File: config.mk
export PLATFORM = sky130hd
export DESIGN_NAME = serial_adder
export DESIGN_NICKNAME = d
export VERILOG_FILES = /design/src/rtl/serial_adder.sv
export SDC_FILE = /design/constraint.sdc
export NUM_CORES = 1
export LEC_CHECK = 0
export ABC_CLOCK_PERIOD_IN_PS = 1500
export CAP_MARGIN = 15
export CORE_UTILIZATION = 40
export CTS_BUF_LIST = sky130_fd_sc_hd__clkbuf_4 sky130_fd_sc_hd__clkbuf_8
export CTS_CLUSTER_SIZE = 12
export DETAILED_ROUTE_END_ITERATION = 16
export SETUP_SLACK_MARGIN = 0.2
export SLEW_MARGIN = 0
export SYNTH_ARGS = -nofsm -noshare
export SYNTH_HDL_FRONTEND = slang
export SYNTH_SLANG_ARGS = --single-unit
File: constraint.sdc
create_clock -name clk -period 1.5 [get_ports clk]
set_clock_uncertainty 0.1 [all_clocks]
set_input_delay 0.375 -clock clk [delete_from_list [all_inputs] [get_ports clk]]
set_output_delay 0.375 -clock clk [all_outputs]
set_load 0.01 [all_outputs]
File: src/rtl/serial_adder.sv
// serial_adder: bit-serial add/subtract, one result bit per clock, LSB first.
module serial_adder #(
   parameter int WIDTH = 8
) (
   input  logic             clk,
   input  logic             rst_n,
   input  logic             start,
   input  logic             sub,
   input  logic [WIDTH-1:0] a,
   input  logic [WIDTH-1:0] b,
   input  logic             cin,
   output logic             busy,
   output logic             done,
   output logic [WIDTH-1:0] sum,
   output logic             cout,
   output logic             ovf
);
   localparam int CW = $clog2(WIDTH);
   typedef enum logic {IDLE, RUN} state_t;
   state_t state, state_nx;
   logic [CW-1:0] cnt;
   logic [WIDTH-1:0] x, y, r;
   logic c, sm, s, c_nx, last;
   always_comb begin
      s        = x[0] ^ y[0] ^ c;
      c_nx     = (x[0] & y[0]) | (x[0] & c) | (y[0] & c);
      last     = cnt == CW'(WIDTH - 1);
      state_nx = state == IDLE ? (start ? RUN : IDLE) : (last ? IDLE : RUN);
   end
   assign busy = state == RUN;
   always_ff @(posedge clk)
      if (!rst_n) state <= IDLE;
      else        state <= state_nx;
   always_ff @(posedge clk) begin
      if (!rst_n) begin
         cnt  <= '0;
         x    <= '0;
         y    <= '0;
         r    <= '0;
         c    <= 1'b0;
         sm   <= 1'b0;
         done <= 1'b0;
         sum  <= '0;
         cout <= 1'b0;
         ovf  <= 1'b0;
      end else begin
         done <= 1'b0;
         if (state == IDLE) begin
            if (start) begin
               // subtraction runs as a + ~b + ~cin
               x   <= a;
               y   <= b ^ {WIDTH{sub}};
               c   <= cin ^ sub;
               sm  <= sub;
               cnt <= '0;
            end
         end else begin
            x   <= x >> 1;
            y   <= y >> 1;
            c   <= c_nx;
            r   <= {s, r[WIDTH-1:1]};
            cnt <= cnt + CW'(1);
            if (last) begin
               sum  <= {s, r[WIDTH-1:1]};
               cout <= c_nx ^ sm;
               ovf  <= c ^ c_nx;
               done <= 1'b1;
            end
         end
      end
   end
endmodule

==> Yosys cells after proc, flatten, opt, wreduce, memory -nomap -nowiden <==
Index checks and enable logic that the tools add are counted.
{ "totals": {"out_inout_bits": 12, "in_bits": 21, "register_bits": 41} }
{ "op_classes": {"bitwise": 13, "mux": 12, "reduce_logical": 5, "eq_ne": 1, "addsub": 1} }
{ "op_table": {"columns": ["operator", "count"], "rows": [
  ["7-bit 2-to-1 mux", 4],
  ["8-bit bitwise XOR", 1],
  ["1-bit 2-to-1 mux", 6],
  ["3-bit 2-to-1 mux", 2],
  ["2-bit AND reduction", 3],
  ["1-bit bitwise XOR", 5],
  ["3-bit by 1-bit adder with 3-bit output, second input constant", 1],
  ["1-bit AND", 3],
  ["3-bit equality test, second input constant", 1],
  ["1-bit NOT", 2],
  ["1-bit bitwise OR", 2],
  ["2-bit nonzero test", 1],
  ["2-bit OR reduction", 1]
]} }

==> Logic depth before layout (Yosys ltp) <==
Gate-level depths: netlist (run 1).
{ "logic_depth": {"word_depth": 4, "depth_mapped": 6, "depth_no_buf": 5} }

==> Worst setup path after synthesis (run 1) <==
No wires, ideal clock.
{ "synth_path": {"path_kind": "register -> register", "startpoint": "register cnt[0]", "endpoint": "register cout", "t_arrival_ps": 1169, "path_stages_with_launch": 7, "path_slack_ps": 109, "setup_ps": 122, "path_cell_list": "dfxtp_1 > ha_1 > ha_1 > and2_1 > buf_2 > o21ai_1 > a21oi_1"} }
{ "synth_via": {"elab_chain_cells": 2} }
{ "synth_rtl": {"columns": ["element", "line", "source"], "rows": [
  ["start, declared", "21", "logic [CW-1:0] cnt;"],
  ["start signal, assigned", "62", "cnt <= cnt + CW'(1);"],
  ["3-bit equality test", "27", "last = cnt == CW'(WIDTH - 1);"],
  ["via last", "23", "logic c, sm, s, c_nx, last;"],
  ["2-bit AND reduction (no line)", null, null],
  ["end signal, assigned", "65", "cout <= c_nx ^ sm;"],
  ["end, declared", "15", "output logic cout,"]
]} }
The timed path passes the listed nets, and every way through them passes these cells.
A chain may end at the register's enable or synchronous reset.

==> Final worst setup path (run 1) <==
{ "layout_path": {"startpoint": "register state (netlist: busy)", "endpoint": "output port busy"} }
{ "layout_lines": {"columns": ["element", "line", "source"], "rows": [
  ["start, declared", "20", "state_t state, state_nx;"],
  ["start signal, assigned", "33", "else state <= state_nx;"],
  ["end, declared", "12", "output logic busy,"]
]} }
No word-level cell between the ends.

==> results of run 1 <==
[final cells by class]
type                    instances  area share (%)
clock buffers                   6            3.32
clock inverters                 2            1.52
inverters                       1           0.163
multi-input cells             123            39.7
flip-flops and latches         40            35.7
well taps                      50            2.72
repair buffers                 44            16.9
[sequential cells by signal (all words and copies together) (netlist names)]
| signal | flops |
|---|---|
| r | 7 |
| c | 1 |
| cout | 1 |
| sm | 1 |
| ovf | 1 |
| done | 1 |
| busy | 1 |
| cnt | 3 |
| sum | 8 |
| y | 8 |
| x | 8 |
[cell usage after synthesis, drive strengths merged]
cell type,number
nor2b,11
clkbuf,1
nor3b,1
dfxtp,40
a21boi,8
nand2b,7
o21ai,9
xnor2,11
and2,1
nand2,19
and2b,1
a22oi,2
o221ai,6
a211oi,1
and3,1
fa,1
o211ai,2
buf,10
inv,1
nor2,3
nand3,10
ha,2
mux2i,17
a21oi,9
[layout by cell type, fill, tap and decap left out, drive strengths merged, types with 2 or more instances in the layout]
master and n:
o221ai 6, clkbuf 8, xnor2 11, and2 2, nand2b 7, mux2i 17, nand3 10, ha 2
nor2b 11, clkdlybuf4s50 18, nand2 19, o211ai 2, o21ai 9, a22oi 2, dfxtp 40, nor2 3
a21boi 8, a21oi 9, buf 22
[stage by stage]
stage / hold WS (ps) / utilization (%)
CTS: 353 / 54.9
detailed placement: 347 / 51.8
global placement: 344 / 51.8
floorplan: 330 / -
finish: 350 / 56.7
global route: 366 / 56.7
[logic make-up (layout without fill, tap and decap cells)]
group	after synthesis	count (layout)	synth area share [%]
xor+xnor	11	11	5.64
compound gates	37	37	14.3
fa+ha+maj	3	3	2.64
buf+inv	12	53	4.32
flops	40	40	46.9
mux	17	17	9.96
simple gates	54	55	16.3
[layer usage]
metal	track usage, %	wire, um	part of all wire (%)
met1	18.7	1550	45
met2	27.0	1680	49
met3	4.22	163	4.7
met4	8.78	67	1.9
met5	0	0	0
[final timing paths]
kind                              end  slack (ps)  cells past startpoint
setup / recovery                 busy         210                      1
hold / removal    sum[7]$_SDFFE_PN0P_         350                      2
setup reg to reg    r[7]$_SDFFE_PN0P_         240                      3
hold reg to reg   sum[7]$_SDFFE_PN0P_         350                      2
[what timing repair did]
| action | in CTS | in global routing |
|---|---|---|
| hold buffers | 0 | 0 |
| endpoints found under the setup margin | 41 | 26 |
| buffers inserted | 0 | 2 |
| resized for setup | 68 | 12 |
| gates cloned | 2 | 1 |
| pin swaps | 0 | 3 |
| endpoints found under the hold margin | 0 | 0 |
[power breakdown]
group	leakage, nW	switching, mW	total (mW)	internal, mW
Sequential	0.333	0.0335	1.14	1.11
Clock	0.0586	0.370	0.882	0.512
Combinational	0.502	0.128	0.302	0.174
==> metrics, run 1 <==
Multi-input gate area 913 um2; PwrDens 1010 nW/um2; Root Buffer clkbuf_8; flip-flop and latch count after synthesis 40; pre-CTS setup slack -205 ps; maximum clock rate 775 MHz; per-cell routed wire length 13.0 um; slowest stage cell, crit path dfxtp_4; RSZ-0062 raised after global routing true; WL final 3470 um; Crit. End Element output port; share of cells above drive strength 1 28.7%; Pleak 0.894 nW; period utilization 86.0%; total placed instance area 2100 um2; Mapped Area 1710 um2; Ys Warns 0; vias in the first global route 1,209; Slew headroom 82.5%; final setup vio count 0; PortBufs 32; Synth Instances 174; status complete, no violations; drt first pass iters 4; worst path cell trace clkbuf_2; max cap viols 0; Setup TNS 0 ps; Final Power 2.33 mW; gr usage total 16.2%; Yosys top cell area share 46.9%; max-slew violation count 0; Die H 67.4 um; post-synthesis sequential area ratio 46.9%; vias 1,326; drt via density 4.98; crit-path max FO 3; Worst R2R Start c$_SDFFE_PN0P_; FF/Latch Area 821 um2; CTS tree yes; cell row count 23; Critical path origin busy$_SDFF_PN0_; Crit path largest cell delay 390 ps; worst vdd ir 652 uV; Final Hold Viols 0; final instance area 2300 um2; post-route ant nets 0; CORE AREA 4060 um2; CTS buffer count 5; nets 239; Reg clk slew, reported paths 80 ps; Synthesized Nets 198; initial antenna violation count 0; latest clock arrival within the worst-skew pair 290 ps; min Tclk post-route 1290 ps; WP data arrival 820 ps; pin count of the biggest net entering global routing 32; Initial DRC Count 60; Distinct cells, synth 29; Clock Path Buffers 2; Final HPWL DP 2370 um; Layout area overhead 34.6%; RePlAce Congestion 0.691; Worst-Margin Slew 262 ps; Avg Cell Area, Syn 9.82 um2; HP Start sum[7]$_SDFFE_PN0P_; CTS H-tree lvls 2; CTS sink count 40; die area 4540 um2; Hold/Removal Path Class flop to flop; top area cells in the synthesized netlist dfxtp_1 (47%), mux2i_1 (10%), xnor2_1 (5.6%); Top Ports 33; Die W 67.4 um; critical path type flop to output port; Crit path required time 1020 ps; global-route wire length before repair 5390 um; CP Buf/Inv Count 1; Final WS setup 210 ps; non-filler instance count after layout 266; ant diodes 0; placed insts 253; grt total ovfl 0; number of remaining DRC errors 0; CP Launch Type flop; crit-path leading delay family flip-flops; starting density of the core 42.1%; area leader, netlist dfxtp_1; Layout fillers 339
Power figures use the tool's default switching activity.
==> run 2: changes to the inputs <==
--- a/config.mk
+++ b/config.mk
@@ -5,7 +5,7 @@
 export SDC_FILE = /design/constraint.sdc
 export NUM_CORES = 1
 export LEC_CHECK = 0
-export ABC_CLOCK_PERIOD_IN_PS = 1500
+export ABC_CLOCK_PERIOD_IN_PS = 1700
 export CAP_MARGIN = 15
 export CORE_UTILIZATION = 40
 export CTS_BUF_LIST = sky130_fd_sc_hd__clkbuf_4 sky130_fd_sc_hd__clkbuf_8
==> constraint.sdc (replaced) <==
create_clock -name clk -period 1.7 [get_ports clk]
set_clock_uncertainty 0.1 [all_clocks]
set_input_delay 0.425 -clock clk [delete_from_list [all_inputs] [get_ports clk]]
set_output_delay 0.425 -clock clk [all_outputs]
set_load 0.01 [all_outputs]
==> metrics, run 2 (synthesis gave the netlist of run 1 again) <==
status complete, no violations (unchanged); Net Sw Frac 21.8% (was 22.9%); CP Buf/Inv Count 2 (was 1); CORE AREA 4060 um2 (unchanged); placed insts 252 (was 253); initial antenna violation count 0 (unchanged); period utilization 84.5%; Reg clk slew, reported paths 70 ps (was 80 ps); PortBufs 32 (unchanged); Critical path origin start (was busy$_SDFF_PN0_); Clock power frac 37.9% (about the same); global-route wire length before repair 5520 um (was 5390 um); fin util 54.0% (was 56.7%); WP data arrival 1500 ps (was 820 ps); crit-path leading delay family buffers and inverters (was flip-flops); number of remaining DRC errors 0 (unchanged); nets 233 (was 239); post-route ant nets 0 (unchanged); Min Hold Slack 354 ps (was 350 ps); PwrDens 911 nW/um2 (was 1010 nW/um2); vias 1,342 (was 1,326); CTS sink count 40 (unchanged); Layout fillers 382 (was 339); max-slew violation count 0 (unchanged); Layout area overhead 28.2% (was 34.6%); WL final 3270 um (was 3470 um); crit-path max FO 10 (was 3); final instance area 2190 um2 (was 2300 um2); pin count of the biggest net entering global routing 20 (was 32); Worst-Margin Slew 272 ps (was 262 ps); starting density of the core 42.1% (unchanged); CP Launch Type input port (was flop); Slew headroom 81.9% (was 82.5%); drt first pass iters 4 (unchanged); final setup vio count 0 (unchanged); latest clock arrival within the worst-skew pair 280 ps (was 290 ps); cell-internal power 1.56 mW (was 1.79 mW); Root Buffer clkbuf_8 (unchanged); Worst R2R Start c$_SDFFE_PN0P_ (unchanged); Die W 67.4 um (unchanged); worst vdd ir 568 uV (was 652 uV); hold_buf cts 0 (unchanged); R2R Path End cout$_SDFFE_PN0P_ (was r[7]$_SDFFE_PN0P_); Initial DRC Count 59 (was 60); Crit path required time 1770 ps (was 1020 ps); Top Ports 33 (unchanged); CTS tree yes (unchanged); logic gate share of total power 11.8% (was 13.0%); pre-CTS setup slack -37.7 ps (was -205 ps); gr usage total 16.6% (was 16.2%); Final Power 2.00 mW (was 2.33 mW); grt total ovfl 0 (unchanged); share of cells above drive strength 1 10.0% (was 28.7%); worst path cell trace clkdlybuf4s50_1, buf_4, mux2i_1, a21oi_1 (was clkbuf_2); non-filler instance count after layout 260 (was 266); cell row count 23 (unchanged); commonest non-fill, non-tap cell in the layout dfxtp_1 (unchanged); RePlAce Congestion 0.697 (was 0.691); critical path type input port to flop (was flop to output port); slowest stage cell, crit path clkdlybuf4s50_1 (was dfxtp_4); Final HPWL DP 2430 um (was 2370 um); per-cell routed wire length 12.6 um (was 13.0 um); Die H 67.4 um (unchanged); max cap viols 0 (unchanged); CTS H-tree lvls 2 (unchanged); Final Hold Viols 0 (unchanged); CTS buffer count 5 (unchanged); Regs by FF count sum (8), x (8), y (8) (unchanged); Setup TNS 0 ps (unchanged); NetSw 0.436 mW (was 0.532 mW); FF-to-FF path depth 3 (unchanged); Reg power frac 50.3% (was 49.1%); Crit. End Element flop (was output port); ant diodes 0 (unchanged); Crit path largest cell delay 540 ps (was 390 ps); CP endpoint x[0]$_SDFFE_PN0P_ (was busy); vias in the first global route 1,302 (was 1,209); die area 4540 um2 (unchanged); RSZ-0062 raised after global routing false (was true); Pleak 0.874 nW (was 0.894 nW); maximum clock rate 696 MHz; min Tclk post-route 1440 ps; most frequent cells in the layout dfxtp_1 (40), clkdlybuf4s50_1 (19), nand2_1 (17), mux2i_1 (17), dlygate4sd2_1 (12) (was dfxtp_1 (26), clkdlybuf4s50_1 (18), nand2_1 (17), mux2i_1 (17), dfxtp_2 (13)); Crit. path cell count 4 (was 1); Hold/Removal Path Class flop to flop (unchanged); Final WS setup 263 ps (was 210 ps); Clock Path Buffers 2 (unchanged); total placed instance area 2090 um2 (was 2100 um2); FF-to-FF setup slack 340 ps (was 240 ps); drt via density 5.16 (was 4.98)
## run 2: cell types whose count changed in the layout (fill, tap and decap cells not counted), sizes merged
cell	change
clkbuf	-2
clkdlybuf4s50	+1
buf	-15
and2	-1
dlygate4sd2	+11
## run 2: worst min-delay path by stage
stage | from | slack (ps) | to | cells after the start
3_5_place_dp | sum[1]$_SDFFE_PN0P_ | 350 | sum[1]$_SDFFE_PN0P_ | 2
6_report | sum[6]$_SDFFE_PN0P_ | 350 | sum[6]$_SDFFE_PN0P_ | 2
3_3_place_gp | sum[4]$_SDFFE_PN0P_ | 340 | sum[4]$_SDFFE_PN0P_ | 2
5_1_grt | sum[3]$_SDFFE_PN0P_ | 370 | sum[3]$_SDFFE_PN0P_ | 2
2_1_floorplan | r[1]$_SDFFE_PN0P_ | 330 | sum[0]$_SDFFE_PN0P_ | 2
4_1_cts | sum[1]$_SDFFE_PN0P_ | 360 | sum[1]$_SDFFE_PN0P_ | 2
## run 2: worst reg2reg max path, stage by stage (launching register included)
cell	delay, ps
dfxtp_1	350
fa_1	500
xnor2_1	200
a21oi_1	90
## run 2: layer usage
layer	up-vias	track usage, %	share of wire, %	wire [um]
met1	638	18.3	44	1450
met3	2	5.57	3.9	126
li1	669	-	-	-
met4	0	7.18	0.98	32
met2	33	28.9	51	1660
met5	-	0	0	0
## run 2: power groups by stage
stage | clock, mW | combinational (mW) | sequential, mW
2_1_floorplan | 0 | 0.153 | 1.02
3_3_place_gp | 0 | 0.234 | 1.02
3_5_place_dp | 0 | 0.239 | 1.02
4_1_cts | 0.793 | 0.239 | 1.00
5_1_grt | 0.838 | 0.260 | 1.01
6_report | 0.757 | 0.236 | 1.00
## run 2: what timing repair did
action	in CTS	in global routing
setup buffers	0	0
setup endpoints to repair	18	8
resized for setup	13	3
## run 2: final cells by class
cell class	instances	area, um2	share of cell area, %
clock buffer	6	76.3	3.48
clock inverter	2	35.0	1.60
inverter	1	3.75	0.171
multi-input combinational	122	840	38.3
sequential	40	801	36.6
tap	50	62.6	2.86
timing repair buffer	39	373	17.0
